**config.mk**
```make
export PLATFORM = sky130hd
export DESIGN_NAME = mem_access_unit
export DESIGN_NICKNAME = d
export VERILOG_FILES = /design/src/rtl/mau_pkg.sv /design/src/rtl/mau_lane_align.sv /design/src/rtl/mem_access_unit.sv
export SDC_FILE = /design/constraint.sdc
export NUM_CORES = 1
export LEC_CHECK = 0
export CAP_MARGIN = 10
export CORE_ASPECT_RATIO = 1.1
export CORE_UTILIZATION = 51
export DETAILED_ROUTE_END_ITERATION = 7
export PLACE_DENSITY = 0.95
export SLEW_MARGIN = 20
export SYNTH_ARGS = -nofsm -noshare
export SYNTH_HDL_FRONTEND = slang
export SYNTH_SLANG_ARGS = --single-unit
```
**constraint.sdc**
```tcl
create_clock -name clk -period 5.3 [get_ports clk]
set_input_delay 0.795 -clock clk [delete_from_list [all_inputs] [get_ports clk]]
set_output_delay 0.795 -clock clk [all_outputs]
set_load 0.01 [all_outputs]
```
**src/rtl/mau_pkg.sv**
```systemverilog
// Shared encodings for the memory access unit: access sizes, FSM state enum
// and byte-lane helpers used by the top level and the lane aligner.
package mau_pkg;

  localparam logic [1:0] SIZE_B = 2'b00;
  localparam logic [1:0] SIZE_H = 2'b01;
  localparam logic [1:0] SIZE_W = 2'b10;
  localparam logic [1:0] SIZE_X = 2'b11;

  typedef enum logic [1:0] {
    ST_IDLE = 2'd0,
    ST_RD   = 2'd1,
    ST_WR   = 2'd2,
    ST_RSP  = 2'd3
  } mau_state_e;

  localparam int BYTE_W = 8;
  localparam int HALF_W = 16;

  // Bit offset of a byte lane inside a 32-bit little-endian word.
  function automatic logic [4:0] lane_shift(input logic [1:0] lane);
    return {lane, 3'b000};
  endfunction

endpackage

```
**src/rtl/mau_lane_align.sv**
```systemverilog
// Combinational lane handling: sub-word load extract/extend and
// read-modify-write merge of store data into the captured memory word.
module mau_lane_align
  import mau_pkg::*;
(
  input  logic [31:0] word_in,
  input  logic [31:0] wdata,
  input  logic [1:0]  lane,
  input  logic [1:0]  size,
  input  logic        is_signed,
  output logic [31:0] load_data,
  output logic [31:0] merge_data
);

  logic [BYTE_W-1:0] byte_sel;
  logic [HALF_W-1:0] half_sel;

  always_comb begin
    byte_sel   = word_in[lane_shift(lane) +: BYTE_W];
    half_sel   = lane[1] ? word_in[31:16] : word_in[15:0];
    load_data  = word_in;
    merge_data = wdata;
    case (size)
      SIZE_B: begin
        load_data  = {{24{is_signed & byte_sel[BYTE_W-1]}}, byte_sel};
        merge_data = word_in;
        merge_data[lane_shift(lane) +: BYTE_W] = wdata[BYTE_W-1:0];
      end
      SIZE_H: begin
        load_data  = {{16{is_signed & half_sel[HALF_W-1]}}, half_sel};
        merge_data = lane[1] ? {wdata[15:0], word_in[15:0]}
                             : {word_in[31:16], wdata[15:0]};
      end
      default: begin
        load_data  = word_in;
        merge_data = wdata;
      end
    endcase
  end

endmodule

```
**src/rtl/mem_access_unit.sv**
```systemverilog
// Load/store unit between a CPU request port and a word-addressed data memory.
// Optional alignment checking is enabled by defining MAU_ALIGN_CHECK_EN.
//
// state | meaning
// IDLE  | ready for a request (cpu_ready = 1)
// RD    | mem_read_memory held for RD_LAT cycles, word captured on the last
// WR    | single-cycle mem_write_memory strobe
// RSP   | one-cycle rsp_valid pulse
module mem_access_unit
  import mau_pkg::*;
#(
  parameter int DEPTH  = 32,
  parameter int RD_LAT = 1
) (
  input  logic        clk,
  input  logic        rst_n,
  input  logic        cpu_valid,
  output logic        cpu_ready,
  input  logic        cpu_we,
  input  logic [1:0]  cpu_size,
  input  logic        cpu_signed,
  input  logic [31:0] cpu_addr,
  input  logic [31:0] cpu_wdata,
  output logic        rsp_valid,
  output logic [31:0] rsp_rdata,
  output logic        rsp_err,
  output logic [31:0] mem_address,
  output logic [31:0] mem_writeData,
  output logic        mem_write_memory,
  output logic        mem_read_memory,
  input  logic [31:0] mem_readData
);

  localparam logic [1:0]  IDLE    = ST_IDLE;
  localparam logic [1:0]  RD      = ST_RD;
  localparam logic [1:0]  WR      = ST_WR;
  localparam logic [1:0]  RSP     = ST_RSP;
  localparam logic [31:0] DEPTH_W = 32'(DEPTH);
  localparam logic [2:0]  RD_LOAD = 3'(RD_LAT - 1);

  logic [1:0]  state_q;
  logic [31:0] addr_q;
  logic [31:0] wdata_q;
  logic [31:0] rdata_q;
  logic [1:0]  size_q;
  logic        we_q;
  logic        signed_q;
  logic        err_q;
  logic [2:0]  rd_cnt_q;

  logic        accept;
  logic        align_err;
  logic        req_err;
  logic [31:0] load_data;
  logic [31:0] merge_data;

`ifdef MAU_ALIGN_CHECK_EN
  assign align_err = ((cpu_size == SIZE_H) && cpu_addr[0]) ||
                     ((cpu_size == SIZE_W) && (cpu_addr[1:0] != 2'b00));
`else
  assign align_err = 1'b0;
`endif

  assign accept  = cpu_valid && (state_q == IDLE);
  assign req_err = ({2'b00, cpu_addr[31:2]} >= DEPTH_W) ||
                   (cpu_size == SIZE_X) || align_err;

  always_ff @(posedge clk or negedge rst_n) begin
    if (!rst_n) begin
      state_q  <= IDLE;
      addr_q   <= '0;
      wdata_q  <= '0;
      rdata_q  <= '0;
      size_q   <= SIZE_B;
      we_q     <= 1'b0;
      signed_q <= 1'b0;
      err_q    <= 1'b0;
      rd_cnt_q <= '0;
    end else begin
      case (state_q)
        IDLE: begin
          if (accept) begin
            addr_q   <= cpu_addr;
            wdata_q  <= cpu_wdata;
            size_q   <= cpu_size;
            we_q     <= cpu_we;
            signed_q <= cpu_signed;
            err_q    <= req_err;
            rd_cnt_q <= RD_LOAD;
            if (req_err)
              state_q <= RSP;
            else if (cpu_we && (cpu_size == SIZE_W))
              state_q <= WR;
            else
              state_q <= RD;
          end
        end
        RD: begin
          if (rd_cnt_q == '0) begin
            rdata_q <= mem_readData;
            state_q <= we_q ? WR : RSP;
          end else begin
            rd_cnt_q <= rd_cnt_q - 3'd1;
          end
        end
        WR:      state_q <= RSP;
        default: state_q <= IDLE;
      endcase
    end
  end

  mau_lane_align u_lane_align (
    .word_in    (rdata_q),
    .wdata      (wdata_q),
    .lane       (addr_q[1:0]),
    .size       (size_q),
    .is_signed  (signed_q),
    .load_data  (load_data),
    .merge_data (merge_data)
  );

  // All outputs decode from state so reset drives them to 0 (ready to 1).
  assign cpu_ready        = (state_q == IDLE);
  assign rsp_valid        = (state_q == RSP);
  assign rsp_err          = (state_q == RSP) && err_q;
  assign rsp_rdata        = ((state_q == RSP) && !we_q && !err_q) ? load_data : 32'h0;
  assign mem_read_memory  = (state_q == RD);
  assign mem_write_memory = (state_q == WR);
  assign mem_address      = ((state_q == RD) || (state_q == WR)) ?
                            {2'b00, addr_q[31:2]} : 32'h0;
  assign mem_writeData    = (state_q == WR) ? merge_data : 32'h0;

endmodule

```
==> flow_metrics.py, run 1 <==
metrics = {
    "min_path": {
        "hold_class": "input pin to async pin",
    },
    "flow_run": {
        "max-cap-violations": 0,
    },
    "routing": {
        "viasPerCell": 6.20,
        "drc_errors": 0,
        "routed_wl_mm": 20.3,
        "route.detailed.wl_per_inst_um": 22.0,
        "drtPass1Iterations": 7,
        "drt-initial-drc-count": 412,
        "ant_nets": 0,
        "vias": 5712,
    },
    "pwr": {
        "p_sw_frac": 0.417,
        "p_seq_frac": 0.322,
        "combPwrFrac": 0.567,
        "internal-power_mw": 3.36,
        "ir_worst_vdd_v": 0.000428,
        "p_leak_nw": 3.53,
        "p_per_area_mw_per_mm2": 663,
        "clockPowerShare": 0.111,
        "power.switching_mw": 2.41,
    },
    "floorplan": {
        "initial_core_util": 0.526,
        "core_area_mm2": 0.0121,
        "num_rows": 42,
        "dieWidth_um": 108,
        "design.die.area_mm2": 0.0129,
        "boundaryPins": 204,
        "die_h_um": 119,
    },
    "sta": {
        "holdWs_ps": 459,
        "max_freq_ghz": 0.224,
        "hold_viol": 0,
        "fin_ws_ps": 834,
        "tightest_slew_ps": 1050,
        "finalSetupTns_ps": 0,
        "slew_headroom": 0.297,
        "finalSetupViolCount": 0,
        "finalCritPeriodShare": 0.843,
        "drv_slew": 0,
        "grt_setup_unrepaired": "false",
        "period_needed_ps": 4470,
        "fin_skew_ps": 5.29,
    },
    "synth": {
        "synth-main-ff-cell": "dfrtp_1",
        "synth_area_leaders": "dfrtp_1, mux2_2, and2_1",
        "syn_area_mm2": 0.00636,
        "synth_top_cell_by_area": "dfrtp_1",
        "synth-seq-cells": 106,
        "ys_warn_count": 0,
        "async_flop_share": 1.00,
        "ys_seq_area_frac": 0.417,
        "yosysTopAreaCellShare": 0.417,
        "synthCells": 587,
        "syn_area_per_cell_um2": 10.8,
        "synth_edf_count": 0,
        "synth_cell_type_count": 48,
    },
    "critical_path": {
        "r2r-start": "state_q[0]",
        "path_class": "flop to output pin",
        "cp_cell_sequence": "inv_1, ha_1, nor4bb_2, a221o_1, a22oi_1, nor2b_1, clkdlybuf4s50_1",
        "crit_path_start_kind": "flop",
        "crit_path_start": "addr_q[0]",
        "r2r_end": "wdata_q[13]",
        "worst_ep_required_time_ps": 4510,
        "critPathSlowestCell": "dfrtp_1",
        "crit_arrival_ps": 3670,
        "max_stage_delay_ps": 940,
        "r2r_slack_ps": 2710,
        "critPathMaxFanout": 20,
        "cp-end-kind": "output pin",
        "ff2ff_path_depth": 5,
    },
    "clock_network": {
        "clk_latency_ps": 350,
        "postCtsHoldBufs": 0,
        "cts_tree": "built",
        "clk_pin_slew_ps": 70,
        "max-clock-path-buffers": 2,
        "ctsResizeCount": 0,
        "root_buffer": "clkbuf_16",
        "htreeDepth": 3,
        "cts_sinks": 106,
        "cts_setup_buffers": 0,
        "cts-buffers-inserted": 9,
    },
    "layout": {
        "stdcell_count": 921,
        "layout.nets": 877,
        "utilization": 0.720,
        "mostFrequentLayoutCells": "clkdlybuf4s50_1, dfrtp_1, mux2_2",
        "synthToLayoutAreaGrowth_pct": 36.8,
        "final_common_cell": "clkdlybuf4s50_1",
        "drive_gt1_frac": 0.190,
        "antenna_cells": 0,
        "fillers": 855,
    },
    "grt": {
        "grt_max_degree": 59,
        "grt_pass1_wl_mm": 31.5,
        "grt_usage": 0.323,
        "antenna_found_initial": 0,
        "overflow": 0,
        "grt_pass1_vias": 5745,
    },
    "placement": {
        "gp_routability_congestion": 0.932,
        "io_buffers": 201,
        "place_hpwl_mm": 14.9,
        "place_ws_ps": 1240,
        "place_inst": 906,
    },
    "outcome": {
        "status": "complete, no violations",
    },
}
==> Yosys cell counts (9+ instances only) <==
cell type,instances
a21oi_1,30
a221o_1,16
a221oi_1,9
a22oi_1,23
and2_1,31
buf_2,15
clkbuf_1,15
dfrtp_1,106
ha_1,11
inv_1,14
mux2_2,101
mux2i_1,18
nand2_1,41
nor2_1,20
nor2b_1,27
nor3_1,12
==> how the worst max path moves through the flow <==
stage                              endpoint  slack (ps)  cells after the start
after floorplan           mem_writeData[31]        2350                      9
after global placement    mem_writeData[18]        1040                      7
after detailed placement  mem_writeData[18]        1240                      7
after CTS                 mem_writeData[18]         850                      7
after global routing      mem_writeData[18]         650                      7
final                     mem_writeData[21]         830                      7
==> worst max-delay path: cells and delay by family, from the launching register on <==
| kind | cells | cell delay, ps |
|---|---|---|
| AND/OR/NAND/NOR | 2 | 840 |
| adder cells (fa/ha/maj) | 1 | 420 |
| flip-flops | 1 | 940 |
| AO/OA/AOI/OAI | 2 | 340 |
| buffers and inverters | 2 | 770 |
==> logic make-up (layout without fill, tap and decap cells) <==
group                    count (synthesis)  in the layout  synth area share
buffers and inverters                   60            239            0.0437
other                                    1              2          0.000589
AND/OR/NAND/NOR                        155            155             0.131
multiplexers                           127            127             0.235
adder cells (fa/ha/maj)                 11             11            0.0216
AO/OA/AOI/OAI                          127            127             0.150
flip-flops                             106            106             0.417
==> stage by stage <==
stage / power (mW) / cell area, µm²
finish: 5.77 / 8700
global route: 6.09 / 8700
global placement: 4.94 / 8410
detailed placement: 5.07 / 8420
floorplan: 3.70 / 6370
CTS: 5.74 / 8690
==> flip-flops by register name (all words and copies together) (netlist names) <==
name and flops:
addr_q 32, err_q 1, rd_cnt_q 3, rdata_q 32
signed_q 1, size_q 2, state_q 2, wdata_q 32
we_q 1
==> area by class of cell <==
| type | count | area [µm²] | area share |
|---|---|---|---|
| repair buffers | 209 | 2070 | 0.238 |
| inverters | 15 | 56.3 | 0.00647 |
| clock inverters | 5 | 37.5 | 0.00431 |
| flip-flops and latches | 106 | 2650 | 0.305 |
| well taps | 154 | 193 | 0.0221 |
| multi-input cells | 422 | 3460 | 0.397 |
| clock buffers | 10 | 239 | 0.0275 |
==> power groups by stage <==
stage	combinational, mW	clock [mW]	sequential, mW
global placement	3.13	0	1.81
detailed placement	3.24	0	1.83
CTS	3.26	0.652	1.82
global route	3.52	0.680	1.89
finish	3.27	0.638	1.86
floorplan	2.21	0	1.50
==> per-layer routing <==
| layer | GRT usage | routed length (µm) | vias to the layer above |
|---|---|---|---|
| met5 | 0 | 0 | - |
| met3 | 0.0755 | 2100 | 54 |
| met2 | 0.526 | 9890 | 360 |
| met1 | 0.405 | 7600 | 2762 |
| li1 | - | - | 2536 |
| met4 | 0.145 | 723 | 0 |
Power figures use the tool's default switching activity.
==> run 2: changes to the inputs <==
--- a/config.mk
+++ b/config.mk
@@ -7,9 +7,9 @@
 export LEC_CHECK = 0
 export CAP_MARGIN = 10
 export CORE_ASPECT_RATIO = 1.1
-export CORE_UTILIZATION = 51
+export CORE_UTILIZATION = 47
 export DETAILED_ROUTE_END_ITERATION = 7
-export PLACE_DENSITY = 0.95
+export PLACE_DENSITY = 0.89
 export SLEW_MARGIN = 20
 export SYNTH_ARGS = -nofsm -noshare
 export SYNTH_HDL_FRONTEND = slang
==> constraint.sdc (replaced) <==
create_clock -name clk -period 4.5 [get_ports clk]
set_input_delay 0.675 -clock clk [delete_from_list [all_inputs] [get_ports clk]]
set_output_delay 0.675 -clock clk [all_outputs]
set_load 0.01 [all_outputs]
==> run 2 against run 1 <==
  * Largest cell class unchanged
  * Sequential power rose by 13%
  * Clock power rose by 17%
  * Combinational power rose by 21%
  * Final cell count rose by 1.3%
  * Non-clock buffer count rose by 5
==> flow_metrics.py, run 2 (synthesis results as in run 1) <==
metrics = {
    "outcome": {
        "status": "complete, no violations",
    },
    "routing": {
        "drc_errors": 0,
        "route.detailed.wl_per_inst_um": 21.6,
        "routed_wl_mm": 20.1,
        "vias": 5807,
        "drt-initial-drc-count": 663,
        "drtPass1Iterations": 8,
        "ant_nets": 0,
        "viasPerCell": 6.22,
    },
    "clock_network": {
        "postCtsHoldBufs": 0,
        "max-clock-path-buffers": 2,
        "clk_pin_slew_ps": 70,
        "root_buffer": "clkbuf_16",
        "cts-buffers-inserted": 9,
        "htreeDepth": 3,
        "cts_setup_buffers": 0,
        "clk_latency_ps": 350,
        "cts_tree": "built",
        "ctsResizeCount": 0,
        "cts_sinks": 106,
    },
    "layout": {
        "antenna_cells": 0,
        "synthToLayoutAreaGrowth_pct": 37.2,
        "final_common_cell": "clkdlybuf4s50_1",
        "multiInputGateArea_mm2": 0.00344,
        "layout.nets": 882,
        "fillers": 1014,
        "mostFrequentLayoutCells": "clkdlybuf4s50_1, dfrtp_1, mux2_2",
        "regArea_mm2": 0.00265,
        "drive_gt1_frac": 0.189,
        "stdcell_count": 933,
        "largestRegisters": "addr_q (32), rdata_q (32), wdata_q (32)",
    },
    "critical_path": {
        "path_class": "flop to output pin",
        "worst_ep_required_time_ps": 3830,
        "cp-end-kind": "output pin",
        "crit_arrival_ps": 3150,
        "crit_path_start_kind": "flop",
        "r2r_slack_ps": 2000,
        "critPathMaxFanout": 18,
    },
    "floorplan": {
        "dieWidth_um": 113,
        "die_h_um": 124,
        "num_rows": 44,
        "core_area_mm2": 0.0132,
        "boundaryPins": 204,
        "design.die.area_mm2": 0.0140,
        "initial_core_util": 0.482,
    },
    "grt": {
        "antenna_found_initial": 0,
        "grt_max_degree": 81,
        "grt_pass1_wl_mm": 30.9,
        "grt_usage": 0.294,
        "grt_pass1_vias": 5715,
        "overflow": 0,
    },
    "sta": {
        "slew_headroom": 0.248,
        "finalCritPeriodShare": 0.850,
        "finalSetupTns_ps": 0,
        "tightest_slew_ps": 1130,
        "period_needed_ps": 3820,
        "finalSetupViolCount": 0,
        "drv_slew": 0,
        "fin_skew_ps": 2.58,
        "grt_setup_unrepaired": "false",
        "hold_viol": 0,
        "max_freq_ghz": 0.261,
    },
    "placement": {
        "gp_routability_congestion": 0.938,
        "place_hpwl_mm": 14.8,
        "place_inst": 917,
        "io_buffers": 201,
    },
    "min_path": {
        "hold_class": "input pin to async pin",
    },
    "flow_run": {
        "max-cap-violations": 0,
    },
    "pwr": {
        "p_leak_nw": 3.56,
        "ir_worst_vdd_v": 0.000409,
        "p_per_area_mw_per_mm2": 779,
    },
}
run 2: worst max-delay path, stage by stage (launching register included):
cell and delay, ps:
dfrtp_1 430, ha_1 250, or3b_1 730, nor2_2 610
nand2_1 120, nand2_1 110, clkdlybuf4s50_1 550
run 2: path summary, 6_finish.rpt:
check,cells after the start,end,startpoint
setup reg to reg,5,wdata_q[7],state_q[1]
hold / removal,1,addr_q[20],rst_n
min in group clk,1,addr_q[14],addr_q[14]
hold reg to reg,1,addr_q[14],addr_q[14]
max in group asynchronous,2,rdata_q[5],rst_n
setup / recovery,6,rsp_rdata[29],state_q[1]
run 2: area by class of cell:
class / count / area share
Timing Repair Buffer: 214 / 0.242
Clock buffer: 11 / 0.0278
Sequential cell: 106 / 0.304
Inverter: 15 / 0.00645
Multi-Input combinational cell: 422 / 0.394
Tap cell: 161 / 0.0231
Clock inverter: 4 / 0.00315
run 2: power breakdown:
| part | internal, mW | switching (mW) |
|---|---|---|
| clock | 0.389 | 0.355 |
| sequential | 1.44 | 0.656 |
| combinational | 2.15 | 1.81 |
run 2: per-stage QoR:
step | area [µm²] | total power [mW] | util | worst slack (ps) | hold WS [ps]
after floorplan | 6370 | 4.36 | - | 1670 | 379
after global placement | 8450 | 5.84 | 0.639 | 1130 | 479
after detailed placement | 8450 | 5.97 | 0.639 | 861 | 485
after CTS | 8720 | 6.73 | 0.660 | 474 | 501
after global routing | 8730 | 7.18 | 0.661 | 534 | 416
final | 8730 | 6.80 | 0.661 | 675 | 347
run 2: metal layers:
metal | part of all wire | vias to the layer above | GRT usage
li1 | - | 2541 | -
met1 | 0.37 | 2822 | 0.339
met2 | 0.48 | 378 | 0.503
met3 | 0.11 | 66 | 0.0925
met4 | 0.039 | 0 | 0.136
met5 | 0 | - | 0
==> run 3: changes to the inputs <==
==> constraint.sdc (replaced) <==
create_clock -name clk -period 3.9 [get_ports clk]
set_input_delay 0.585 -clock clk [delete_from_list [all_inputs] [get_ports clk]]
set_output_delay 0.585 -clock clk [all_outputs]
set_load 0.01 [all_outputs]
==> run 3 against run 2 <==
  * Sequential power grew 17%
  * Register-to-register slack lost 280 ps
  * Final cell count is the same
  * Critical path type unchanged
  * Via count shrank 2.2%
==> flow_metrics.py, run 3 (synthesis results as in run 1) <==
metrics = {
    "outcome": {
        "status": "complete, no violations",
    },
    "pwr": {
        "power.switching_mw": 3.29,
        "combPwrFrac": 0.573,
        "p_seq_frac": 0.311,
        "power_mw": 7.93,
        "internal-power_mw": 4.64,
        "clockPowerShare": 0.117,
        "ir_worst_vdd_v": 0.000551,
        "p_sw_frac": 0.415,
        "p_per_area_mw_per_mm2": 906,
        "p_leak_nw": 3.57,
    },
    "critical_path": {
        "cp-end-kind": "output pin",
        "critPathSlowestCell": "or3b_1",
        "critPathMaxFanout": 18,
        "crit_arrival_ps": 3070,
        "timing.critical_path.mode_cell": "nand2_1",
        "crit_path_start_kind": "flop",
        "worst_ep_required_time_ps": 3310,
        "cp_cell_sequence": "ha_1, or3b_1, nor2_2, nand2_1, nand2_1, clkdlybuf4s50_1",
        "max_stage_delay_ps": 700,
        "path_class": "flop to output pin",
    },
    "clock_network": {
        "max-clock-path-buffers": 2,
        "cts_sinks": 106,
        "ctsResizeCount": 0,
        "clk_pin_slew_ps": 70,
        "root_buffer": "clkbuf_16",
        "postCtsHoldBufs": 0,
        "cts_tree": "built",
        "cts-buffers-inserted": 9,
        "cts_setup_buffers": 0,
        "htreeDepth": 3,
        "clk_latency_ps": 360,
    },
    "floorplan": {
        "num_rows": 44,
        "dieWidth_um": 113,
        "die_h_um": 124,
        "initial_core_util": 0.482,
        "design.die.area_mm2": 0.0140,
        "core_area_mm2": 0.0132,
        "boundaryPins": 204,
    },
    "grt": {
        "overflow": 0,
        "grt_pass1_wl_mm": 31.0,
        "grt_usage": 0.294,
        "grt_pass1_vias": 5732,
        "grt_max_degree": 77,
        "antenna_found_initial": 0,
    },
    "min_path": {
        "hold_class": "input pin to async pin",
    },
    "layout": {
        "synthToLayoutAreaGrowth_pct": 37.6,
        "fillers": 1005,
        "layout.nets": 881,
        "largestRegisters": "addr_q (32), rdata_q (32), wdata_q (32)",
        "utilization": 0.663,
        "stdcell_count": 933,
        "antenna_cells": 0,
        "mostFrequentLayoutCells": "clkdlybuf4s50_1, dfrtp_1, mux2_2",
        "final_common_cell": "clkdlybuf4s50_1",
        "drive_gt1_frac": 0.189,
    },
    "sta": {
        "max_freq_ghz": 0.273,
        "fin_skew_ps": 8.54,
        "finalSetupTns_ps": 0,
        "drv_slew": 0,
        "tightest_slew_ps": 961,
        "finalCritPeriodShare": 0.938,
        "slew_headroom": 0.360,
        "period_needed_ps": 3660,
        "hold_viol": 0,
        "finalSetupViolCount": 0,
        "grt_setup_unrepaired": "false",
    },
    "routing": {
        "ant_nets": 0,
        "vias": 5679,
        "route.detailed.wl_per_inst_um": 21.9,
        "drtPass1Iterations": 8,
        "routed_wl_mm": 20.4,
        "drc_errors": 0,
        "viasPerCell": 6.09,
        "drt-initial-drc-count": 503,
    },
    "placement": {
        "gp_routability_congestion": 0.968,
        "place_inst": 917,
        "place_hpwl_mm": 14.9,
        "io_buffers": 201,
    },
    "flow_run": {
        "max-cap-violations": 0,
    },
}
## run 3: per-stage QoR
stage | instance area, µm² | hold slack, ps | setup slack (ps)
floorplan | 6370 | 289 | 1160
global placement | 8460 | 479 | 745
detailed placement | 8460 | 488 | 691
CTS | 8750 | 402 | 284
global route | 8760 | 451 | 85.1
finish | 8760 | 366 | 241
## run 3: critical path, delay by kind of cell, from the launching register on
family / cells / cell delay (ps)
AND/OR/NAND/NOR: 4 / 1510
buffers and inverters: 1 / 540
flip-flops: 1 / 420
adder cells (fa/ha/maj): 1 / 240
## run 3: worst paths after layout
path	from	endpoint	slack [ps]	depth (start not counted)
max	state_q[1]	rsp_rdata[27]	240	6
min	rst_n	addr_q[5]	370	1
max reg2reg	state_q[1]	wdata_q[16]	1720	5
min reg2reg	addr_q[7]	addr_q[7]	510	1
max in group asynchronous	rst_n	addr_q[14]	2530	2
min in group clk	addr_q[7]	addr_q[7]	510	1
## run 3: metal layers
metal / share of wire / track usage / wire length (µm) / up-vias
met5: 0 / 0 / 0 / -
met1: 0.37 / 0.336 / 7540 / 2747
met3: 0.10 / 0.0827 / 2120 / 55
li1: - / - / - / 2535
met2: 0.49 / 0.510 / 10000 / 342
met4: 0.038 / 0.141 / 778 / 0
## run 3: power groups by stage
| stage | combinational (mW) | sequential [mW] | clock (mW) |
|---|---|---|---|
| after floorplan | 3.00 | 2.04 | 0 |
| after global placement | 4.35 | 2.40 | 0 |
| after detailed placement | 4.49 | 2.44 | 0 |
| after CTS | 4.53 | 2.43 | 0.938 |
| after global routing | 4.87 | 2.50 | 0.977 |
| final | 4.54 | 2.46 | 0.924 |
## run 3: cell type report
class | instances | area [µm²] | area share
multi-input combinational | 422 | 3440 | 0.393
sequential | 106 | 2650 | 0.303
timing repair buffer | 213 | 2110 | 0.241
clock buffer | 11 | 233 | 0.0266
tap | 161 | 201 | 0.0230
clock inverter | 5 | 60.1 | 0.00686
inverter | 15 | 56.3 | 0.00643
